File: src/rtl/div_pkg.sv
// div_pkg: shared state encoding and sizing constants for seq_divider.
package div_pkg;

    typedef enum logic [1:0] {IDLE, CALC, FINISH} state_t;

    localparam int DEF_WIDTH = 4;

    function automatic int cnt_w(input int w);
        return $clog2(w + 1);
    endfunction

    localparam int CNT_W = cnt_w(DEF_WIDTH);

endpackage

File: src/rtl/full_adder.sv
// full_adder: single-bit full-adder cell used by the ripple datapaths.
module full_adder (
    input  logic a,
    input  logic b,
    input  logic ci,
    output logic s,
    output logic co
);

    assign s  = a ^ b ^ ci;
    assign co = (a & b) | (ci & (a ^ b));

endmodule

File: src/rtl/subtractor_nbit.sv
// subtractor_nbit: ripple subtractor a - b as a + ~b + 1; borrow is the inverted carry-out.
module subtractor_nbit #(
    parameter int N = 5
) (
    input  logic [N-1:0] a,
    input  logic [N-1:0] b,
    output logic [N-1:0] diff,
    output logic         borrow
);

    logic [N:0] c;

    assign c[0]   = 1'b1;
    assign borrow = ~c[N];

    for (genvar i = 0; i < N; i++) begin : g_fa
        full_adder u_fa (
            .a  (a[i]),
            .b  (~b[i]),
            .ci (c[i]),
            .s  (diff[i]),
            .co (c[i+1])
        );
    end

endmodule

File: src/rtl/seq_divider.sv
// seq_divider: multi-cycle restoring divider, one quotient bit per clock with start/done handshake.
// Define DIV_SIGNED_EN for two's-complement operands with truncating division.
module seq_divider
    import div_pkg::*;
#(
    parameter int WIDTH = DEF_WIDTH
) (
    input  logic             clk,
    input  logic             rst,
    input  logic             start,
    input  logic [WIDTH-1:0] dividend,
    input  logic [WIDTH-1:0] divisor,
    output logic             busy,
    output logic             done,
    output logic [WIDTH-1:0] quotient,
    output logic [WIDTH-1:0] remainder,
    output logic             div_by_zero
);

    localparam int CW = cnt_w(WIDTH);

    state_t           state;
    logic [CW-1:0]    cnt;
    logic [WIDTH-1:0] r, q, dvs;
    logic [WIDTH:0]   r_sh, diff, r_nxt;
    logic [WIDTH-1:0] q_nxt, q_res, r_res, a_mag, b_mag;
    logic             borrow, accept, unused_msb;

    // done is gated so a start in the done cycle is not taken
    assign accept = (state == IDLE) && start && !done;

    assign r_sh  = {r, q[WIDTH-1]};
    assign r_nxt = borrow ? r_sh : diff;
    assign q_nxt = {q[WIDTH-2:0], ~borrow};
    assign unused_msb = r_nxt[WIDTH];

    subtractor_nbit #(.N(WIDTH + 1)) u_sub (
        .a      (r_sh),
        .b      ({1'b0, dvs}),
        .diff   (diff),
        .borrow (borrow)
    );

`ifdef DIV_SIGNED_EN
    logic neg_q, neg_r;

    assign a_mag = dividend[WIDTH-1] ? -dividend : dividend;
    assign b_mag = divisor[WIDTH-1] ? -divisor : divisor;
    assign q_res = neg_q ? -q_nxt : q_nxt;
    assign r_res = neg_r ? -r_nxt[WIDTH-1:0] : r_nxt[WIDTH-1:0];

    always_ff @(posedge clk or posedge rst) begin
        if (rst) begin
            neg_q <= 1'b0;
            neg_r <= 1'b0;
        end else if (accept) begin
            neg_q <= dividend[WIDTH-1] ^ divisor[WIDTH-1];
            neg_r <= dividend[WIDTH-1];
        end
    end
`else
    assign a_mag = dividend;
    assign b_mag = divisor;
    assign q_res = q_nxt;
    assign r_res = r_nxt[WIDTH-1:0];
`endif

    always_ff @(posedge clk or posedge rst) begin
        if (rst) begin
            state       <= IDLE;
            cnt         <= '0;
            r           <= '0;
            q           <= '0;
            dvs         <= '0;
            busy        <= 1'b0;
            done        <= 1'b0;
            quotient    <= '0;
            remainder   <= '0;
            div_by_zero <= 1'b0;
        end else begin
            done <= 1'b0;
            case (state)
                IDLE: if (accept) begin
                    cnt         <= '0;
                    r           <= '0;
                    q           <= a_mag;
                    dvs         <= b_mag;
                    div_by_zero <= (divisor == '0);
                    if (divisor == '0) begin
                        state     <= FINISH;
                        quotient  <= '1;
                        remainder <= dividend;
                    end else begin
                        state <= CALC;
                        busy  <= 1'b1;
                    end
                end
                CALC: begin
                    cnt <= cnt + 1'b1;
                    r   <= r_nxt[WIDTH-1:0];
                    q   <= q_nxt;
                    if (cnt == CW'(WIDTH - 1)) begin
                        state     <= FINISH;
                        busy      <= 1'b0;
                        quotient  <= q_res;
                        remainder <= r_res;
                    end
                end
                FINISH: begin
                    done  <= 1'b1;
                    state <= IDLE;
                end
                default: state <= IDLE;
            endcase
        end
    end

endmodule
File: config.mk
export PLATFORM = sky130hd
export DESIGN_NAME = seq_divider
export DESIGN_NICKNAME = d
export VERILOG_FILES = /design/src/rtl/div_pkg.sv /design/src/rtl/full_adder.sv /design/src/rtl/subtractor_nbit.sv /design/src/rtl/seq_divider.sv
export SDC_FILE = /design/constraint.sdc
export NUM_CORES = 1
export LEC_CHECK = 0
export CAP_MARGIN = 30
export CORE_UTILIZATION = 45
export CTS_BUF_LIST = sky130_fd_sc_hd__clkbuf_8 sky130_fd_sc_hd__clkbuf_16
export DETAILED_ROUTE_END_ITERATION = 7
export PLACE_DENSITY = 0.72
export SYNTH_ARGS = -nofsm -noshare
export SYNTH_HDL_FRONTEND = slang
export SYNTH_SLANG_ARGS = --single-unit
File: constraint.sdc
create_clock -name clk -period 3.1 [get_ports clk]
set_clock_uncertainty 0.05 [all_clocks]
set_input_delay 0.775 -clock clk [delete_from_list [all_inputs] [get_ports clk]]
set_output_delay 0.775 -clock clk [all_outputs]
set_load 0.03 [all_outputs]
==> results.yml, run 1 <==
grt:
  grt_overflow: 0
  antenna_found_initial: 0
  grt_pass1_vias: 1013
  grt_use_total: 0.177
  grt_max_degree: 29
  grt_pass1_wl_um: 4400
job:
  cap_violations: 0
synth:
  synth_edf_count: 0
  ys_ff_latch: 28
  yosysWarnings: 0
  synth_area_per_cell_um2: 10.4
  synth_top_area_cell: "dfrtp_1"
  synth_common_cells: "28 x dfrtp_1, 22 x nand2_1, 12 x nor2_1"
  synth_seq_area_share: 0.512
  synth_cells: 132
  ys_async_sr_fraction: 1.00
  synth.most_common_cell: "dfrtp_1"
  synthFlopType: "dfrtp_1"
  synthTopCellsByArea: "dfrtp_1 51%, nand2_1 6.0%, fa_1 4.4%"
  netlist_area_mm2: 0.00137
  yosys.cell_types.count: 34
  syn_nets: 149
  netlist.area_leader.share: 0.512
floorplanning:
  fp.dieW_um: 57.2
  core-area_mm2: 0.00283
  dieHeight_um: 57.2
  top_level_ports: 22
  num_rows: 19
  initial_utilization: 0.484
  die_area_mm2: 0.00327
clocking:
  numCtsBuffers: 3
  clock_latency_ns: 0.27
  max-clock-path-buffers: 2
  postCtsSetupBuffers: 0
  cts_hold_buf: 0
  cts_resized: 0
  cts_num_sinks: 28
  cts-root-buf: "clkbuf_8"
  cts_tree: "done"
  clkTransAtPathRegs_ns: 0.09
  cts_htree_levels: 1
placed_design:
  port_buffers: 21
  place_area_mm2: 0.00159
  dp_hpwl_um: 1800
  placed_cells: 180
  gp_congestion: 0.712
  dp_slack_ns: 0.356
sta:
  setup_viol: 0
  rsz0062_at_grt: "false"
  fin_crit_sh: 0.849
  period_minus_slack_ns: 2.63
  hold_viol_final: 0
  finalSetupTns_ns: 0
  relSlewSlack: 0.581
  finalMaxSlewViolations: 0
  worst_slack_ns: 0.470
  holdWs_ns: 0.439
  tightest_slew_ns: 0.627
  max_freq_mhz: 380
setup_path:
  critPathCaptureType: "flip-flop"
  crit_fanout: 5
  path_class: "reg -> reg"
  worstSetupStartpointType: "flip-flop"
  critPathRequiredTime_ns: 3.21
  crit_arrival_ns: 2.74
cells_and_area:
  drive_gt1_frac: 0.0921
  final_area_mm2: 0.00163
  nets: 171
  area_delta_synth_final_pct: 19.2
  antenna_cells: 0
  fillers: 247
  fin_cells: 183
power:
  seqPwrFrac: 0.347
  vdd_drop_max_mv: 0.517
  p_switching_uw: 818
  p_leak_nw: 0.742
  internal_power_mw: 1.07
  p_per_area_mw_per_mm2: 1160
  p_sw_frac: 0.432
  p_clk_frac: 0.102
  p_comb_frac: 0.551
drt:
  drt_iter0_drc: 18
  first_pass_iters: 6
  drt_drc_violations_left: 4
  via_per_inst: 5.23
  ant_nets: 0
  wl_per_cell_um: 13.6
  finalWirelength_um: 2490
  vias: 957
hold_path:
  hold_path.class: "reg -> reg"
status:
  status: "complete, but fails checks"
  failed_checks: "design-rule violations"
per-layer routing:
| layer | up-vias | global-route usage | part of all wire | wire length (um) |
|---|---|---|---|---|
| li1 | 482 | - | - | - |
| met1 | 459 | 0.224 | 0.47 | 1180 |
| met2 | 14 | 0.308 | 0.50 | 1230 |
| met3 | 2 | 0.0295 | 0.027 | 66 |
| met4 | 0 | 0.0627 | 0.0056 | 14 |
| met5 | - | 0 | 0 | 0 |
kinds of logic (layout without fill, tap and decap cells):
family          Yosys count  after routing  synth area share
compound gates           31             31             0.154
buf+inv                  16             36            0.0640
mux                       5              5            0.0375
simple gates             46             46             0.162
flops                    28             28             0.512
fa+ha+maj                 6              6            0.0713
critical path: stages, from the launching register on:
cell and delay [ns]:
dfrtp_1 0.39, inv_1 0.08, ha_1 0.15, inv_1 0.05, fa_1 0.38, fa_1 0.36, inv_1 0.07, fa_1 0.17
nand2b_1 0.17, mux2i_1 0.19, o21ba_2 0.21, mux2_2 0.25
power groups by stage:
stage	combinational, mW	clock (mW)	sequential, mW
6_report	1.04	0.193	0.657
5_1_grt	1.17	0.214	0.683
4_1_cts	1.07	0.199	0.658
3_5_place_dp	1.05	0	0.665
3_3_place_gp	1.02	0	0.659
2_1_floorplan	0.700	0	0.749
stage by stage:
stage / utilization / power, mW
after detailed placement: 0.562 / 1.72
after CTS: 0.577 / 1.92
after floorplan: - / 1.45
after global routing: 0.577 / 2.07
final: 0.577 / 1.89
after global placement: 0.562 / 1.68
final timing paths:
path / start / end / slack (ns) / cells after the start
min: div_by_zero / div_by_zero / 0.44 / 2
min in group asynchronous: rst / cnt[0] / 0.81 / 3
max: q[3] / remainder[0] / 0.47 / 11
max in group asynchronous: rst / dvs[1] / 1.93 / 3
min reg2reg: div_by_zero / div_by_zero / 0.44 / 2
max reg2reg: q[3] / remainder[0] / 0.47 / 11
final cells by class:
| type | instances | area [um2] | area share |
|---|---|---|---|
| flip-flops and latches | 28 | 701 | 0.429 |
| multi-input cells | 88 | 581 | 0.356 |
| repair buffers | 25 | 240 | 0.147 |
| clock buffers | 3 | 41.3 | 0.0253 |
| well taps | 31 | 38.8 | 0.0238 |
| inverters | 8 | 30.0 | 0.0184 |
placed cells by master, fill, tap and decap left out, types with 3 or more instances in the layout:
master	instances
nor2_1	12
o21ai_0	10
a21oi_1	7
buf_4	4
ha_1	3
clkbuf_8	3
fa_1	3
clkdlybuf4s50_1	21
dfrtp_1	28
a21o_1	3
inv_1	8
nand2_1	22
mux2i_1	4
state kept, by name (all words and copies together) (netlist names):
| name | count |
|---|---|
| q | 4 |
| remainder | 4 |
| quotient | 4 |
| busy | 1 |
| r | 4 |
| cnt | 3 |
| state | 2 |
| div_by_zero | 1 |
| dvs | 4 |
| done | 1 |
No activity file was read; power rests on OpenSTA's default activity.
==> inputs of run 2 (changes only) <==
--- a/config.mk
+++ b/config.mk
@@ -9,7 +9,7 @@
 export CORE_UTILIZATION = 45
 export CTS_BUF_LIST = sky130_fd_sc_hd__clkbuf_8 sky130_fd_sc_hd__clkbuf_16
 export DETAILED_ROUTE_END_ITERATION = 7
-export PLACE_DENSITY = 0.72
+export PLACE_DENSITY = 0.75
 export SYNTH_ARGS = -nofsm -noshare
 export SYNTH_HDL_FRONTEND = slang
 export SYNTH_SLANG_ARGS = --single-unit
==> constraint.sdc (replaced) <==
create_clock -name clk -period 2.4 [get_ports clk]
set_clock_uncertainty 0.05 [all_clocks]
set_input_delay 0.6 -clock clk [delete_from_list [all_inputs] [get_ports clk]]
set_output_delay 0.6 -clock clk [all_outputs]
set_load 0.03 [all_outputs]
==> results.yml, run 2 (synthesis results as in run 1) <==
status:
  status: "complete, but fails checks"
  failed_checks: "design-rule violations, negative setup slack"
power:
  p_leak_nw: 0.777
  vdd_drop_max_mv: 0.889
  p_per_area_mw_per_mm2: 1630
floorplanning:
  top_level_ports: 22
  dieHeight_um: 57.2
  core-area_mm2: 0.00283
  initial_utilization: 0.484
  num_rows: 19
  fp.dieW_um: 57.2
  die_area_mm2: 0.00327
sta:
  tightest_slew_ns: 0.802
  fin_crit_sh: 1.02
  hold_viol_final: 0
  rsz0062_at_grt: "true"
  holdWs_ns: 0.439
  worst_slack_ns: -0.0480
  setup_viol: 2
  max_freq_mhz: 408
  relSlewSlack: 0.463
  period_minus_slack_ns: 2.45
  finalMaxSlewViolations: 0
setup_path:
  critPathTopFamily: "adder cells"
  critPathMaxStageDelay_ns: 0.40
  r2r_start: "q[3]"
  cp.buffers_inverters: 3
  crit_arrival_ns: 2.57
  r2r_end: "remainder[0]"
  critPathCaptureType: "flip-flop"
  crit_fanout: 3
  endpoint: "remainder[0]"
  crit_path_start: "q[3]"
  cp_cell_sequence: "inv_2 -> ha_4 -> inv_2 -> fa_2 -> fa_2 -> inv_2 -> fa_2 -> nand2b_4 -> mux2i_2 -> o21ba_2 -> mux2_2"
  path_class: "reg -> reg"
  worstSetupStartpointType: "flip-flop"
  cp_slowest_cell: "dfrtp_1"
  worstRegToRegCells: 11
  crit_cells: 11
  r2r_slack_ns: -0.05
  critPathRequiredTime_ns: 2.52
grt:
  grt_pass1_wl_um: 4510
  grt_pass1_vias: 1001
  grt_overflow: 0
  grt_use_total: 0.184
  antenna_found_initial: 0
  grt_max_degree: 29
placed_design:
  port_buffers: 21
  dp_hpwl_um: 1990
  dp_slack_ns: -0.107
  gp_congestion: 0.761
cells_and_area:
  mostFrequentLayoutCells: "28 x dfrtp_1, 22 x nand2_1, 21 x clkdlybuf4s50_1, 12 x nor2_1, 10 x o21ai_0"
  antenna_cells: 0
  area_delta_synth_final_pct: 28.6
  drive_gt1_frac: 0.209
  nets: 176
  mostFrequentLayoutCell: "dfrtp_1"
drt:
  drt_drc_violations_left: 4
  via_per_inst: 5.24
  drt_iter0_drc: 35
  vias: 991
  first_pass_iters: 6
  ant_nets: 0
  finalWirelength_um: 2670
  wl_per_cell_um: 14.1
clocking:
  cts-root-buf: "clkbuf_8"
  cts_num_sinks: 28
  max-clock-path-buffers: 2
  cts_htree_levels: 1
  cts_tree: "done"
  clkTransAtPathRegs_ns: 0.10
  clock_latency_ns: 0.27
  numCtsBuffers: 3
job:
  cap_violations: 0
hold_path:
  hold_path.class: "reg -> reg"
==> run 2: cell types whose count changed in the layout (fill, tap and decap cells not counted), sizes merged <==
| cell | before | now |
|---|---|---|
| bufinv | 0 | 1 |
| buf | 4 | 9 |
==> run 2: how the worst min path moves through the flow <==
stage	from	endpoint	slack, ns	cells past startpoint
final	div_by_zero	div_by_zero	0.44	2
after global routing	remainder[2]	remainder[2]	0.48	1
after CTS	div_by_zero	div_by_zero	0.45	2
after detailed placement	div_by_zero	div_by_zero	0.43	2
after global placement	div_by_zero	div_by_zero	0.41	2
after floorplan	q[3]	q[3]	0.40	2
==> run 2: worst min-delay path: cells and delay by family (launching register included) <==
family | cells | cell delay, ns
compound gates | 1 | 0.06
flops | 1 | 0.35
simple gates | 1 | 0.04
==> run 2: layout make-up <==
class	count	area (um2)
inverter	8	30.0
clock buffer	3	41.3
timing repair buffer	30	282
sequential	28	701
tap	31	38.8
fill	231	1070
multi-input combinational	88	638
clock inverter	1	30.0
==> run 2: per-stage QoR <==
stage	utilization	total power, mW	setup TNS, ns	instance area (um2)	cells
6_report	0.622	2.87	-0.0545	1760	189
3_5_place_dp	0.575	2.31	-0.318	1630	184
3_3_place_gp	0.575	2.23	-0.0274	1630	184
2_1_floorplan	-	1.92	-0.0184	1390	132
4_1_cts	0.621	2.88	-0.0791	1760	189
5_1_grt	0.622	3.09	-0.457	1760	189
==> run 2: what timing repair did <==
item / 4_1_cts / 5_1_grt
hold buffers: 0 / 0
endpoints found under the setup margin: 4 / 5
pin swaps: 1 / 0
gates resized for setup: 11 / 1
setup buffers: 1 / 0
==> run 2: report_power, final <==
part / internal, mW / switching [mW]
logic: 0.764 / 0.862
registers: 0.695 / 0.176
clock network: 0.223 / 0.146
==> run 2: routing by layer <==
metal | wire (um) | GRT usage | up-vias
met5 | 0 | 0 | -
met4 | 46 | 0.0801 | 0
met3 | 80 | 0.0295 | 4
met2 | 1330 | 0.308 | 22
met1 | 1220 | 0.238 | 472
li1 | - | - | 493
